`src/rtl/module_switches_ctrl_pkg.sv`:
```
// rtl/module_switches_ctrl_pkg.sv - shared constants and types for the switch bank controller
// Register word addresses (addr_i[3:2]), edge-select encoding and CTRL bit positions.
package pkg_switches;

  localparam logic [1:0] ADDR_STATE  = 2'd0;
  localparam logic [1:0] ADDR_EVENT  = 2'd1;
  localparam logic [1:0] ADDR_IRQ_EN = 2'd2;
  localparam logic [1:0] ADDR_CTRL   = 2'd3;

  typedef enum logic [1:0] {
    EDGE_RISE = 2'b00,
    EDGE_FALL = 2'b01,
    EDGE_BOTH = 2'b10,
    EDGE_NONE = 2'b11
  } edge_sel_e;

  localparam int CTRL_EDGE_LSB   = 0;
  localparam int CTRL_EDGE_MSB   = 1;
  localparam int CTRL_BYPASS_BIT = 2;
  localparam int CTRL_W          = 3;

endpackage

```
`src/rtl/module_switches_ctrl_debounce.sv`:
```
// rtl/module_switches_ctrl_debounce.sv - one-bit synchroniser plus tick-sampled debouncer
// Ports:
//   clk_i, rst_ni : clock, asynchronous active-low reset
//   in_i          : raw asynchronous pad bit
//   tick_i        : one-cycle sample strobe
//   bypass_i      : when high, db_o follows the synchronised bit directly
//   db_o          : debounced level
module module_debounce
  import pkg_switches::*;
#(
  parameter int DB_DEPTH = 4
) (
  input  logic clk_i,
  input  logic rst_ni,
  input  logic in_i,
  input  logic tick_i,
  input  logic bypass_i,
  output logic db_o
);

  logic                s1_q, s2_q;
  logic [DB_DEPTH-1:0] hist_q, hist_d;
  logic                db_q, db_d;

  always_comb begin
    hist_d = hist_q;
    db_d   = db_q;
    if (tick_i) begin
      hist_d = {hist_q[DB_DEPTH-2:0], s2_q};
    end
    // Acceptance looks at the post-shift history so the level changes on the
    // same edge that completes the run of equal samples.
    if (bypass_i) begin
      db_d = s2_q;
    end else if (tick_i && (&hist_d)) begin
      db_d = 1'b1;
    end else if (tick_i && !(|hist_d)) begin
      db_d = 1'b0;
    end
  end

  always_ff @(posedge clk_i or negedge rst_ni) begin
    if (!rst_ni) begin
      s1_q   <= 1'b0;
      s2_q   <= 1'b0;
      hist_q <= '0;
      db_q   <= 1'b0;
    end else begin
      s1_q   <= in_i;
      s2_q   <= s1_q;
      hist_q <= hist_d;
      db_q   <= db_d;
    end
  end

  // In bypass the flop also tracks s2_q, so leaving bypass produces no step.
  assign db_o = bypass_i ? s2_q : db_q;

endmodule

```
`src/rtl/module_switches_ctrl.sv`:
```
// rtl/module_switches_ctrl.sv - memory-mapped debounced switch bank with sticky edge events and irq
// Ports:
//   clk_i, rst_ni      : clock, asynchronous active-low reset
//   sw_bt_i[N_IN]      : raw switch/button pads
//   rd_i, we_i         : bus read / write strobes
//   addr_i[3:0]        : byte address, bits [3:2] decoded
//   wdata_i, rdata_o   : bus write data / registered read data
//   irq_o              : OR of (EVENT & IRQ_EN)
module module_switches_ctrl
  import pkg_switches::*;
#(
  parameter int N_IN     = 20,
  parameter int TICK_DIV = 50000,
  parameter int DB_DEPTH = 4
) (
  input  logic            clk_i,
  input  logic            rst_ni,
  input  logic [N_IN-1:0] sw_bt_i,
  input  logic            rd_i,
  input  logic            we_i,
  input  logic [3:0]      addr_i,
  input  logic [31:0]     wdata_i,
  output logic [31:0]     rdata_o,
  output logic            irq_o
);

  localparam int CW = (TICK_DIV > 2) ? $clog2(TICK_DIV) : 1;

  logic [CW-1:0]     cnt_q, cnt_d;
  logic              tick;
  logic [N_IN-1:0]   db;
  logic [N_IN-1:0]   prev_q;
  logic [N_IN-1:0]   event_q, event_d;
  logic [N_IN-1:0]   irq_en_q, irq_en_d;
  logic [CTRL_W-1:0] ctrl_q, ctrl_d;
  logic [31:0]       rdata_q, rdata_d;
  logic [N_IN-1:0]   set_v, clr_v;
  logic              bypass;
  edge_sel_e         edge_sel;
  logic [1:0]        reg_sel;
  logic              unused_ok;

  assign reg_sel   = addr_i[3:2];
  assign bypass    = ctrl_q[CTRL_BYPASS_BIT];
  assign unused_ok = ^{addr_i[1:0], wdata_i};

  // Free-running sample tick; bus activity never touches it.
  assign tick  = (cnt_q == CW'(TICK_DIV - 1));
  assign cnt_d = tick ? '0 : cnt_q + 1'b1;

  for (genvar g = 0; g < N_IN; g++) begin : g_db
    module_debounce #(
      .DB_DEPTH(DB_DEPTH)
    ) u_db (
      .clk_i   (clk_i),
      .rst_ni  (rst_ni),
      .in_i    (sw_bt_i[g]),
      .tick_i  (tick),
      .bypass_i(bypass),
      .db_o    (db[g])
    );
  end

  always_comb begin
    edge_sel = edge_sel_e'(ctrl_q[CTRL_EDGE_MSB:CTRL_EDGE_LSB]);
    set_v    = '0;
    case (edge_sel)
      EDGE_RISE: set_v = db & ~prev_q;
      EDGE_FALL: set_v = ~db & prev_q;
      EDGE_BOTH: set_v = db ^ prev_q;
      default:   set_v = '0;
    endcase
  end

  always_comb begin
    clr_v    = '0;
    irq_en_d = irq_en_q;
    ctrl_d   = ctrl_q;
    if (we_i) begin
      case (reg_sel)
        ADDR_EVENT:  clr_v    = wdata_i[N_IN-1:0];
        ADDR_IRQ_EN: irq_en_d = wdata_i[N_IN-1:0];
        ADDR_CTRL:   ctrl_d   = wdata_i[CTRL_W-1:0];
        default:     ;
      endcase
    end
    // Clearing first, then OR-ing the new edges, makes a same-cycle set win.
    event_d = (event_q & ~clr_v) | set_v;
  end

  // Reads sample the current flops, so a simultaneous write is not visible yet.
  always_comb begin
    rdata_d = rdata_q;
    if (rd_i) begin
      case (reg_sel)
        ADDR_STATE:  rdata_d = 32'(db);
        ADDR_EVENT:  rdata_d = 32'(event_q);
        ADDR_IRQ_EN: rdata_d = 32'(irq_en_q);
        default:     rdata_d = 32'(ctrl_q);
      endcase
    end
  end

  always_ff @(posedge clk_i or negedge rst_ni) begin
    if (!rst_ni) begin
      cnt_q    <= '0;
      prev_q   <= '0;
      event_q  <= '0;
      irq_en_q <= '0;
      ctrl_q   <= '0;
      rdata_q  <= '0;
    end else begin
      cnt_q    <= cnt_d;
      prev_q   <= db;
      event_q  <= event_d;
      irq_en_q <= irq_en_d;
      ctrl_q   <= ctrl_d;
      rdata_q  <= rdata_d;
    end
  end

  assign rdata_o = rdata_q;
  assign irq_o   = |(event_q & irq_en_q);

endmodule
```
`config.mk`:
```
export PLATFORM = sky130hd
export DESIGN_NAME = module_switches_ctrl
export DESIGN_NICKNAME = d
export VERILOG_FILES = /design/src/rtl/module_switches_ctrl_pkg.sv /design/src/rtl/module_switches_ctrl_debounce.sv /design/src/rtl/module_switches_ctrl.sv
export SDC_FILE = /design/constraint.sdc
export NUM_CORES = 1
export LEC_CHECK = 0
export CORE_MARGIN = 4
export CORE_UTILIZATION = 61
export CTS_CLUSTER_DIAMETER = 30
export DETAILED_ROUTE_END_ITERATION = 7
export MAX_ROUTING_LAYER = met4
export PLACE_DENSITY = 0.89
export SKIP_LAST_GASP = 1
export SLEW_MARGIN = 20
export SYNTH_ARGS = -nofsm -noshare
export SYNTH_HDL_FRONTEND = slang
export SYNTH_HIERARCHICAL = 1
export SYNTH_SLANG_ARGS = --single-unit
```
`constraint.sdc`:
```
create_clock -name clk_i -period 7.9 [get_ports clk_i]
set_input_delay 1.975 -clock clk_i [delete_from_list [all_inputs] [get_ports clk_i]]
set_output_delay 1.975 -clock clk_i [all_outputs]
set_load 0.05 [all_outputs]
```
==> summary.txt, run 1 <==
Worst hold path
  – Worst min-delay path class: flip-flop to flip-flop

Clock tree
  – Number of H-tree levels: 2
  – Number of CTS-inserted buffers: 42
  – Buffer type at the clock tree root: sky130_fd_sc_hd__clkbuf_16
  – Post-CTS setup buffer count: 0
  – CTS clk-pin slew, worst paths: approximately 50 ps
  – Num Clock Sinks: 219
  – Clock latency of the later-clocked register in the worst-skew pair: 520 ps
  – Max Root-Sink Buffers: 3
  – Post-cts gate resize count: 0
  – Cts hold-fix bufs: 0
  – Clock tree from TritonCTS: done

STA
  – TNS Setup: 0 ps
  – Clock skew after layout: approximately 23 ps
  – Final-report max-slew violation count: 0
  – Final Hold Violating Endpoints: 0
  – Period minus WS final: approximately 4500 ps
  – Tightest slew margin relative to the limit: 26.0%
  – Least setup slack across all paths after layout: 3370 ps
  – Fraction of the cycle the final worst path needs: between 50% and 60%
  – Maximum achievable frequency: roughly 220 MHz
  – Setup repair after global routing missed its margin: no
  – Slew @ Worst Pin: about 1100 ps
  – Final setup fails: 0

Critical path
  – Cells traversed along the worst timing path: a22o_1 > a221oi_1 > and3_1 > nand4_1 > clkdlybuf4s50_1
  – Capturing element type of the critical path: output pin
  – Startpoint kind of the worst setup timing path: flip-flop
  – Arr. time, crit path: 2550 ps
  – Required time of the critical path: just under 6000 ps
  – Kind of cell with the highest combined delay on the critical path: buffers and inverters
  – Largest driver fanout on the critical path: 3
  – Critical-path top delay cell: sky130_fd_sc_hd__clkdlybuf4s50_1
  – Classification of the worst setup path: flip-flop to output pin
  – Delay of the slowest critical-path stage: 750 ps
  – Buffers and inverters on the worst path: 1

Finish
  – Number of antenna repair diodes: 0
  – Fin nets: approximately 1000
  – Final design instance area without fill: between 10000 and 15000 µm²
  – Ratio of cells with drive above 1 in the final layout: about a fifth
  – Synth-to-Final Area Change: 24.1%

Global routing
  – Total routing resource utilization after global routing: between 20% and 30%
  – Pin count of the biggest net entering global routing: 107
  – Wire length of the first global-routing pass: roughly 37 mm
  – Total gr overflow: 0
  – Antenna violations before repair: 0
  – Via count of the first global-routing pass: 7469

Yosys
  – Sequential share of the synthesized area: a little under three fifths
  – Primary FF master, synth: sky130_fd_sc_hd__dfrtp_1
  – Synth Register Bits: ~220
  – Syn. warnings: 6
  – Count of flip-flops with a built-in enable after synthesis: 0
  – Cell count after synthesis: about 820
  – Avg Inst Size Synth: 12.0 µm²
  – Asr flop ratio synth: between 90% and 100%
  – Mapped Area: just under 10000 µm²
  – Count of unique library cells instantiated by Yosys: 38

Drt
  – Routed Wire Length: 22.2 mm
  – Mean routed wirelength per cell: roughly 19 µm
  – Total number of vias: 6933
  – First-iteration detailed-routing DRC count: about 520
  – Wire length on met2: about 11 mm
  – Number of iterations in the first detailed-routing pass: 5
  – Final routed DRC violation total: 0
  – Detailed-route vias per instance: 5.98
  – Met1 wire length: 8.55 mm
  – Number of routed nets with antenna violations: 0
  – Met3 wirelength from detailed routing: about 1.4 mm
  – Highest layer used for signal routing: met4

Power
  – Leakage component of the power: around 0.0057 µW
  – Total design power: between 3000 and 4000 µW
  – Peak supply drop: around 0.18 mV
  – Total power divided by cell area: around 320 nW/µm²

Floorplan
  – Standard-cell rows: 46
  – Initial Util: between 60 and 70%
  – Die Footprint: around 18000 µm²
  – I/O pin count: a little over 90
  – Area inside the core boundary: about 16000 µm²
  – DIE HEIGHT: ~140 µm
  – Floorplan die width: between 100 and 150 µm

Place
  – Placed wire-length estimate after detailed placement: approximately 12 mm
  – Port bufs: 66
  – Post-Place Setup Slack: approximately 3200 ps
  – RePlAce Congestion: roughly 0.8
  – Instance area after placement: between 10000 and 15000 µm²

Outcome
  – Outcome: complete, no violations

Run
  – Max Cap Violations: 0
==> worst register-to-register path, stage by stage, from the launching register on <==
cell and delay, ps:
sky130_fd_sc_hd__dfrtp_1 420, sky130_fd_sc_hd__nor4b_1 440, sky130_fd_sc_hd__nand3b_1 190, sky130_fd_sc_hd__nor4_4 360, sky130_fd_sc_hd__buf_6 700, sky130_fd_sc_hd__nand2b_1 240, sky130_fd_sc_hd__nor4_2 190, sky130_fd_sc_hd__o21ai_1 80
==> metal layers <==
| metal | track usage [%] | vias to the layer above |
|---|---|---|
| met5 | - | - |
| met4 | 12.6 | 0 |
| met3 | 6.15 | 83 |
| met2 | 42.6 | 285 |
| met1 | 30.6 | 3486 |
| li1 | - | 3079 |
==> power breakdown <==
| part | leakage (µW) | internal, µW | switching [µW] | total (µW) |
|---|---|---|---|---|
| logic | 0.00228 | 242 | 360 | 602 |
| clock network | 0.000752 | 1340 | 585 | 1920 |
| registers | 0.00270 | 1250 | 108 | 1360 |
| total | 0.00573 | 2830 | 1050 | 3890 |
==> Yosys cell counts, drive strengths merged, types with 5 or more instances <==
cell type,count,area (µm²)
nor4,23,284
dfrtp,219,5480
o21ai,20,100
a41o,20,200
nand2,84,315
inv,42,158
nand2b,40,250
nand4,6,37.5
xor2,5,43.8
buf,21,150
ha,41,513
a21oi,34,170
clkbuf,15,56.3
mux2,86,968
mux2i,18,180
xnor2,9,78.8
nor2,65,244
a221o,20,200
a211oi,19,143
==> layout by cell type, fill, tap and decap left out, drive strengths merged, types with 6 or more instances in the layout <==
cell type and count:
nand2 84, inv 45, nor4 23, clkinv 13, xnor2 9, clkdlybuf4s50 65, dfrtp 219, nor2 65
nand2b 40, conb 12, a221o 20, clkbuf 46, ha 41, a21oi 34, nand4 6, buf 10
o21ai 20, a211oi 19, a41o 20, mux2i 18, mux2 86, bufinv 10
==> final cells by class <==
type                       count  area (µm²)
timing repair buffer          75         741
clock buffer                  46        1110
sequential                   219        5480
tap                          216         270
multi-input combinational    533        4050
clock inverter                29         425
inverter                      42         158
fill                         873        3600
==> registers in the layout (all words and copies together) (netlist names) <==
name	count
prev_q	20
g_db.u_db/s1_q	20
g_db.u_db/db_q	20
rdata_o	20
event_q	20
ctrl_q	3
irq_en_q	20
g_db.u_db/hist_q	60
cnt_q	16
g_db.u_db/s2_q	20
==> per-stage QoR <==
step / hold WS (ps) / cells / utilization, %
after floorplan: 331 / 830 / -
after global placement: 332 / 1085 / 67.5
after detailed placement: 335 / 1085 / 67.5
after CTS: 340 / 1160 / 77.2
after global routing: 343 / 1160 / 77.3
final: 337 / 1160 / 77.3
==> cells by family after synthesis <==
| family | Yosys count | synth area share, % |
|---|---|---|
| and+or+nand+nor | 236 | 12.7 |
| DFF | 219 | 55.6 |
| AOI/OAI and AO/OA | 123 | 9.12 |
| muxes | 107 | 12.4 |
| buffers and inverters | 78 | 3.70 |
| adders and majority gates | 41 | 5.21 |
| xor gates and xnor gates | 14 | 1.24 |
| other | 1 | 0.0381 |
==> worst paths after layout <==
kind                            slack (ps)  cells after the start                   startpoint                            end
worst max-delay path                  3370                      5        event_q[16]$_DFF_PN0_                          irq_o
worst min-delay path                   340                      0  g_db[5].u_db/s1_q$_DFF_PN0_    g_db[5].u_db/s2_q$_DFF_PN0_
worst max register to register        5130                      7          cnt_q[12]$_DFF_PN0_  g_db[7].u_db/db_q$_DFFE_PN0P_
worst min register to register         340                      0  g_db[5].u_db/s1_q$_DFF_PN0_    g_db[5].u_db/s2_q$_DFF_PN0_
max in group asynchronous             5310                      2                       rst_ni            cnt_q[10]$_DFF_PN0_
min in group asynchronous             1440                      1                       rst_ni   g_db[10].u_db/s2_q$_DFF_PN0_
No activity file was read; power rests on OpenSTA's default activity.
==> run 2: changes to the inputs <==
--- a/config.mk
+++ b/config.mk
@@ -6,11 +6,11 @@
 export NUM_CORES = 1
 export LEC_CHECK = 0
 export CORE_MARGIN = 4
-export CORE_UTILIZATION = 61
+export CORE_UTILIZATION = 52
 export CTS_CLUSTER_DIAMETER = 30
 export DETAILED_ROUTE_END_ITERATION = 7
 export MAX_ROUTING_LAYER = met4
-export PLACE_DENSITY = 0.89
+export PLACE_DENSITY = 0.81
 export SKIP_LAST_GASP = 1
 export SLEW_MARGIN = 20
 export SYNTH_ARGS = -nofsm -noshare
==> constraint.sdc (replaced) <==
create_clock -name clk_i -period 4 [get_ports clk_i]
set_input_delay 1 -clock clk_i [delete_from_list [all_inputs] [get_ports clk_i]]
set_output_delay 1 -clock clk_i [all_outputs]
set_load 0.05 [all_outputs]
==> run 2 against run 1 <==
  * Critical path depth is the same
  * Cell area shrank 0.13%
  * Global-route usage shrank 6.0 points
  * Combinational power grew 88%
==> summary.txt, run 2 (synthesis results as in run 1) <==
Critical path
  – Setup crit start: event_q[1]$_DFF_PN0_
  – Buffers and inverters on the worst path: 1 (unchanged)
  – Worst reg2reg path startpoint: ctrl_q[2]$_DFFE_PN0P_
  – Required time of the critical path: 3000 ps (-2930 ps)
  – Kind of cell with the highest combined delay on the critical path: buffers and inverters
  – Capture point of the worst reg-to-reg path: rdata_o[0]$_DFFE_PN0P_
  – Number of logic stages on the critical path including buffering: 5 (unchanged)
  – Largest driver fanout on the critical path: 3 (unchanged)
  – Classification of the worst setup path: flip-flop to output pin
  – Arr. time, crit path: 2590 ps (+40 ps)
  – Startpoint kind of the worst setup timing path: flip-flop
  – Reg-to-reg slack, setup: 1540 ps (-3590 ps)
  – Count of cells along the worst register-to-register path: 5 (-2)
  – Capturing element type of the critical path: output pin
  – Worst setup path endpoint: irq_o
  – Delay of the slowest critical-path stage: 770 ps (+20 ps)
  – Critical-path top delay cell: sky130_fd_sc_hd__clkdlybuf4s50_1
  – Cells traversed along the worst timing path: a22o_1 > a221oi_1 > and3_1 > nand4_1 > clkdlybuf4s50_1

Power
  – Power share of the sequential group: 36.7% (+1.6 points)
  – Total power divided by cell area: 600 nW/µm² (+89%)
  – Sw frac: 26.9% (-0.16 points)
  – Leakage component of the power: 0.00571 µW (-0.40%)
  – Internal cell power: 5360 µW (+89%)
  – Clock share of power: 47.9% (-1.5 points)
  – Power dissipated by switching net loads: 1970 µW (+88%)
  – Combinational share of power: 15.4% (about the same)
  – Peak supply drop: 0.329 mV (+80%)

STA
  – Maximum achievable frequency: about 280 MHz
  – Tightest slew margin relative to the limit: 36.0% (+10 points)
  – Final setup fails: 0 (unchanged)
  – Clock skew after layout: 18.2 ps (-4.45 ps)
  – Period minus WS final: approximately 3600 ps
  – Least setup slack across all paths after layout: 415 ps (-2960 ps)
  – Fraction of the cycle the final worst path needs: between 80% and 90%
  – Final Hold Violating Endpoints: 0 (unchanged)
  – Final-report max-slew violation count: 0 (unchanged)
  – Setup repair after global routing missed its margin: no
  – TNS Setup: 0 ps (unchanged)
  – Slew @ Worst Pin: 960 ps (-146 ps)

Global routing
  – Wire length of the first global-routing pass: 34.3 mm (-6.6%)
  – Total routing resource utilization after global routing: 20.1% (-6.0 points)
  – Pin count of the biggest net entering global routing: 96 (-10%)
  – Antenna violations before repair: 0 (unchanged)
  – Via count of the first global-routing pass: 6955 (-6.9%)
  – Total gr overflow: 0 (unchanged)

Floorplan
  – Initial Util: 52.9% (-9.4 points)
  – Floorplan die width: 146 µm (+7.8%)
  – Area inside the core boundary: 18600 µm² (+18%)
  – Standard-cell rows: 50 (+8.7%)
  – Die Footprint: 21200 µm² (+16%)
  – DIE HEIGHT: 146 µm (+7.8%)
  – I/O pin count: 93 (unchanged)

Clock tree
  – CTS clk-pin slew, worst paths: 50 ps (about the same)
  – Post-cts gate resize count: 0 (unchanged)
  – Number of H-tree levels: 2 (unchanged)
  – Max Root-Sink Buffers: 3 (unchanged)
  – Clock latency of the later-clocked register in the worst-skew pair: 510 ps (about the same)
  – Clock tree from TritonCTS: done
  – Num Clock Sinks: 219 (unchanged)
  – Number of CTS-inserted buffers: 43 (+2.4%)
  – Cts hold-fix bufs: 0 (unchanged)
  – Buffer type at the clock tree root: sky130_fd_sc_hd__clkbuf_16
  – Post-CTS setup buffer count: 0 (unchanged)

Outcome
  – Outcome: complete, no violations

Finish
  – Number of antenna repair diodes: 0 (unchanged)
  – Ratio of cells with drive above 1 in the final layout: 20.6% (+0.081 points)
  – Fin nets: 1020 (+0.59%)
  – Number of flip-flops in the largest register: 60 (unchanged)
  – Synth-to-Final Area Change: 24.0%
  – Final design instance area without fill: 12200 µm² (-0.13%)
  – FILL cells: 1302 (+49%)
  – Most flops, register: g_db.u_db/hist_q
  – Commonest non-fill, non-tap cells in the layout: sky130_fd_sc_hd__dfrtp_1, sky130_fd_sc_hd__mux2_2, sky130_fd_sc_hd__nand2_1, sky130_fd_sc_hd__nor2_1, sky130_fd_sc_hd__clkdlybuf4s50_1
  – Post-route insts no fill: 1184 (+2.1%)
  – Final Util: 65.5% (-12 points)
  – Most frequent standard cell in the layout excluding fill and tap cells: sky130_fd_sc_hd__dfrtp_1

Place
  – RePlAce Congestion: 0.822 (+2.5%)
  – Post-Place Setup Slack: 935 ps (-2250 ps)
  – Port bufs: 66 (unchanged)
  – Cell count after placement: 1108 (+2.1%)
  – Placed wire-length estimate after detailed placement: 12.8 mm (+4.4%)
  – Instance area after placement: 10800 µm² (+0.73%)

Drt
  – Total number of vias: 6626 (-4.4%)
  – Routed Wire Length: 20.4 mm (-8.1%)
  – Number of iterations in the first detailed-routing pass: 5 (unchanged)
  – Mean routed wirelength per cell: 17.3 µm (-10%)
  – Detailed-route vias per instance: 5.60 (-6.4%)
  – First-iteration detailed-routing DRC count: 347 (-33%)
  – Final routed DRC violation total: 0 (unchanged)
  – Number of routed nets with antenna violations: 0 (unchanged)

Worst hold path
  – Worst min-delay path class: flip-flop to flip-flop

Run
  – Max Cap Violations: 0 (unchanged)
-- run 2: cell types whose count changed in the layout (fill, tap and decap cells not counted) --
cell / previous run / this run
sky130_fd_sc_hd__buf_12: 0 / 1
sky130_fd_sc_hd__or3_1: 1 / 0
sky130_fd_sc_hd__clkinvlp_4: 3 / 5
sky130_fd_sc_hd__clkbuf_1: 1 / 6
sky130_fd_sc_hd__inv_6: 3 / 1
sky130_fd_sc_hd__buf_6: 2 / 0
sky130_fd_sc_hd__clkbuf_16: 43 / 45
sky130_fd_sc_hd__clkinv_2: 10 / 8
sky130_fd_sc_hd__bufinv_16: 10 / 4
sky130_fd_sc_hd__clkinv_4: 3 / 1
sky130_fd_sc_hd__or3_4: 0 / 1
sky130_fd_sc_hd__clkbuf_8: 2 / 6
sky130_fd_sc_hd__buf_4: 7 / 13
-- run 2: cell type report --
type,count,area (µm²),area share [%]
flip-flops and latches,219,5480,44.9
multi-input cells,533,4060,33.2
clock buffers,57,1230,10.1
repair buffers,80,783,6.41
well taps,234,293,2.40
clock inverters,19,215,1.76
inverters,42,158,1.29
-- run 2: how the worst min path moves through the flow --
stage | end | slack, ps | cells past startpoint | from
2_1_floorplan | g_db[0].u_db/s2_q$_DFF_PN0_ | 330 | 0 | g_db[0].u_db/s1_q$_DFF_PN0_
3_3_place_gp | g_db[8].u_db/s2_q$_DFF_PN0_ | 330 | 0 | g_db[8].u_db/s1_q$_DFF_PN0_
3_5_place_dp | g_db[14].u_db/s2_q$_DFF_PN0_ | 330 | 0 | g_db[14].u_db/s1_q$_DFF_PN0_
4_1_cts | g_db[2].u_db/s2_q$_DFF_PN0_ | 340 | 0 | g_db[2].u_db/s1_q$_DFF_PN0_
5_1_grt | g_db[14].u_db/s2_q$_DFF_PN0_ | 350 | 0 | g_db[14].u_db/s1_q$_DFF_PN0_
6_report | g_db[2].u_db/s2_q$_DFF_PN0_ | 340 | 0 | g_db[2].u_db/s1_q$_DFF_PN0_
-- run 2: per-stage QoR --
stage                     hold slack (ps)  power (µW)
after floorplan                       331        3430
after global placement                331        3770
after detailed placement              335        3830
after CTS                             344        7390
after global routing                  349        7670
final                                 343        7330
-- run 2: routing by layer --
layer  vias to the layer above  global-route usage [%]  wire length, µm
li1                       3092                       -                -
met1                      3348                    23.6             8390
met2                       142                    35.0            10700
met3                        44                    3.46              792
met4                         0                    7.26              513
met5                         -                       -                0
-- run 2: power groups by stage --
stage | sequential [µW] | combinational [µW] | clock [µW]
after detailed placement | 2720 | 1110 | 0
after floorplan | 2780 | 650 | 0
after global routing | 2730 | 1250 | 3690
after CTS | 2690 | 1140 | 3560
final | 2690 | 1130 | 3510
after global placement | 2710 | 1060 | 0
==> run 3: changes to the inputs <==
--- a/config.mk
+++ b/config.mk
@@ -10,7 +10,7 @@
 export CTS_CLUSTER_DIAMETER = 30
 export DETAILED_ROUTE_END_ITERATION = 7
 export MAX_ROUTING_LAYER = met4
-export PLACE_DENSITY = 0.81
+export PLACE_DENSITY_LB_ADDON = 0.12
 export SKIP_LAST_GASP = 1
 export SLEW_MARGIN = 20
 export SYNTH_ARGS = -nofsm -noshare
==> run 3 against run 2 <==
  * Register-to-register slack lost 220 ps
  * Non-clock buffer count rose by 1
  * Power up 5.6%
  * Sequential power hardly changed
  * Critical endpoint unchanged
==> summary.txt, run 3 (synthesis results as in run 1) <==
Outcome
  – Outcome: complete, no violations

Power
  – Internal cell power: 5680 µW (+6.0%)
  – Peak supply drop: 0.537 mV (+63%)
  – Sw frac: 26.6% (-0.28 points)
  – Power dissipated by switching net loads: 2060 µW (+4.5%)
  – Power share of the sequential group: 34.6% (-2.1 points)
  – Combinational share of power: 14.7% (-0.7 points)
  – Leakage component of the power: 0.00580 µW (+1.7%)
  – Total design power: 7740 µW (+5.6%)
  – Total power divided by cell area: 623 nW/µm² (+3.9%)
  – Clock share of power: 50.7% (+2.8 points)

Worst hold path
  – End of the worst hold path: g_db[5].u_db/s2_q$_DFF_PN0_
  – Critical hold path startpoint: g_db[5].u_db/s1_q$_DFF_PN0_
  – Worst min-delay path class: flip-flop to flip-flop
  – Hold depth: 0 (unchanged)

STA
  – TNS Setup: 0 ps (unchanged)
  – Final setup fails: 0 (unchanged)
  – Period minus WS final: 3590 ps (+8.84 ps)
  – Final Hold Violating Endpoints: 0 (unchanged)
  – Tightest slew margin relative to the limit: 30.8% (-5.2 points)
  – Setup repair after global routing missed its margin: no
  – Maximum achievable frequency: 278 MHz (-0.25%)
  – Clock skew after layout: 19.5 ps (+1.33 ps)
  – Slew @ Worst Pin: 1040 ps (+77.8 ps)
  – Final-report max-slew violation count: 0 (unchanged)
  – Fraction of the cycle the final worst path needs: 89.8% (+0.22 points)

Drt
  – First-iteration detailed-routing DRC count: 344 (-0.86%)
  – Mean routed wirelength per cell: 17.4 µm (+0.67%)
  – Final routed DRC violation total: 0 (unchanged)
  – Number of routed nets with antenna violations: 0 (unchanged)
  – Routed Wire Length: 20.7 mm (+1.4%)
  – Number of iterations in the first detailed-routing pass: 4 (-1)
  – Total number of vias: 6544 (-1.2%)
  – Detailed-route vias per instance: 5.49 (-2.0%)

Floorplan
  – I/O pin count: 93 (unchanged)
  – Die Footprint: 21200 µm² (unchanged)
  – Floorplan die width: 146 µm (unchanged)
  – DIE HEIGHT: 146 µm (unchanged)
  – Area inside the core boundary: 18600 µm² (unchanged)
  – Initial Util: 52.9% (unchanged)
  – Standard-cell rows: 50 (unchanged)

Place
  – Port bufs: 66 (unchanged)
  – Instance area after placement: 10800 µm² (+0.19%)
  – Cell count after placement: 1109 (+0.090%)
  – Placed wire-length estimate after detailed placement: 13.4 mm (+5.3%)
  – RePlAce Congestion: 0.779 (-5.1%)

Clock tree
  – Buffer type at the clock tree root: sky130_fd_sc_hd__clkbuf_16
  – Number of H-tree levels: 2 (unchanged)
  – Cts hold-fix bufs: 0 (unchanged)
  – Post-cts gate resize count: 0 (unchanged)
  – CTS clk-pin slew, worst paths: 40 ps (about the same)
  – Max Root-Sink Buffers: 3 (unchanged)
  – Post-CTS setup buffer count: 0 (unchanged)
  – Number of CTS-inserted buffers: 46 (+7.0%)
  – Num Clock Sinks: 219 (unchanged)
  – Clock latency of the later-clocked register in the worst-skew pair: 530 ps (+20 ps)
  – Clock tree from TritonCTS: done

Finish
  – Number of flip-flops in the largest register: 60 (unchanged)
  – Number of antenna repair diodes: 0 (unchanged)
  – Area of all sequential standard cells: 5480 µm² (unchanged)
  – Total area of multi-input combinational cells: 4060 µm² (unchanged)
  – Fin nets: 1024 (+0.39%)
  – Final design instance area without fill: 12400 µm² (+1.7%)
  – Most frequent standard cell in the layout excluding fill and tap cells: sky130_fd_sc_hd__dfrtp_1
  – Synth-to-Final Area Change: 26.1%
  – Commonest non-fill, non-tap cells in the layout: sky130_fd_sc_hd__dfrtp_1, sky130_fd_sc_hd__mux2_2, sky130_fd_sc_hd__nand2_1, sky130_fd_sc_hd__nor2_1, sky130_fd_sc_hd__clkdlybuf4s50_1
  – Most flops, register: g_db.u_db/hist_q
  – FILL cells: 1391 (+6.8%)
  – Post-route insts no fill: 1193 (+0.76%)
  – Ratio of cells with drive above 1 in the final layout: 21.7% (+1.1 points)

Critical path
  – Capturing element type of the critical path: output pin
  – Count of cells along the worst register-to-register path: 9 (+4)
  – Reg-to-reg slack, setup: 1320 ps (-220 ps)
  – Worst reg2reg path startpoint: ctrl_q[2]$_DFFE_PN0P_
  – Classification of the worst setup path: flip-flop to output pin
  – Capture point of the worst reg-to-reg path: event_q[9]$_DFF_PN0_
  – Required time of the critical path: 3000 ps (about the same)
  – Arr. time, crit path: 2590 ps (about the same)
  – Startpoint kind of the worst setup timing path: flip-flop
  – Largest driver fanout on the critical path: 3 (unchanged)

Global routing
  – Total routing resource utilization after global routing: 20.8% (+0.76 points)
  – Total gr overflow: 0 (unchanged)
  – Via count of the first global-routing pass: 7125 (+2.4%)
  – Antenna violations before repair: 0 (unchanged)
  – Wire length of the first global-routing pass: 35.6 mm (+3.7%)
  – Pin count of the biggest net entering global routing: 118 (+23%)

Run
  – Max Cap Violations: 0 (unchanged)
[run 3: changes by cell type in the layout (fill, tap and decap cells not counted)]
cell,previous run,this run
sky130_fd_sc_hd__inv_6,1,2
sky130_fd_sc_hd__bufinv_16,4,8
sky130_fd_sc_hd__clkinvlp_4,5,7
sky130_fd_sc_hd__clkinv_8,0,1
sky130_fd_sc_hd__buf_12,1,2
sky130_fd_sc_hd__clkbuf_1,6,3
sky130_fd_sc_hd__clkinv_4,1,2
sky130_fd_sc_hd__clkbuf_16,45,46
sky130_fd_sc_hd__clkinv_2,8,9
[run 3: metal layers]
layer  global-route usage [%]  wire length [µm]  up-vias
met3                     4.20               968       46
met4                     7.69               518        0
met1                     25.8              8850     3249
met5                        -                 0        -
met2                     34.3             10400      148
li1                         -                 -     3101
[run 3: worst max-delay path by stage]
| stage | from | to | cells after the start |
|---|---|---|---|
| 6_report | event_q[17]$_DFF_PN0_ | irq_o | 5 |
| 5_1_grt | event_q[17]$_DFF_PN0_ | irq_o | 5 |
| 4_1_cts | event_q[17]$_DFF_PN0_ | irq_o | 5 |
| 3_5_place_dp | addr_i[2] | rdata_o[1]$_DFFE_PN0P_ | 4 |
| 3_3_place_gp | event_q[17]$_DFF_PN0_ | irq_o | 5 |
| 2_1_floorplan | cnt_q[11]$_DFF_PN0_ | g_db[0].u_db/hist_q[0]$_DFF_PN0_ | 3 |
[run 3: cell type report]
| cell class | instances | share of cell area [%] |
|---|---|---|
| Sequential cell | 219 | 44.1 |
| Clock inverter | 29 | 3.13 |
| Timing Repair Buffer | 81 | 6.47 |
| Inverter | 42 | 1.27 |
| Tap cell | 234 | 2.36 |
| Multi-Input combinational cell | 533 | 32.6 |
| Clock buffer | 55 | 10.0 |
[run 3: power groups by stage]
stage	clock [µW]	sequential, µW	combinational, µW
global route	4130	2710	1270
finish	3930	2680	1140
global placement	0	2690	1080
CTS	3990	2680	1150
floorplan	0	2780	650
detailed placement	0	2710	1140
[run 3: metrics by stage]
step / worst slack (ps) / utilization [%] / hold WS [ps]
after global routing: 338 / 66.6 / 351
after CTS: 380 / 66.6 / 345
after floorplan: -466 / - / 331
final: 406 / 66.6 / 343
after global placement: 920 / 57.9 / 332
after detailed placement: 926 / 57.9 / 335
[run 3: critical path, cell delays in order (launching register included)]
cell	delay [ps]
sky130_fd_sc_hd__dfrtp_1	400
sky130_fd_sc_hd__a22o_1	250
sky130_fd_sc_hd__a221oi_1	280
sky130_fd_sc_hd__and3_1	240
sky130_fd_sc_hd__nand4_1	170
sky130_fd_sc_hd__clkdlybuf4s50_1	740
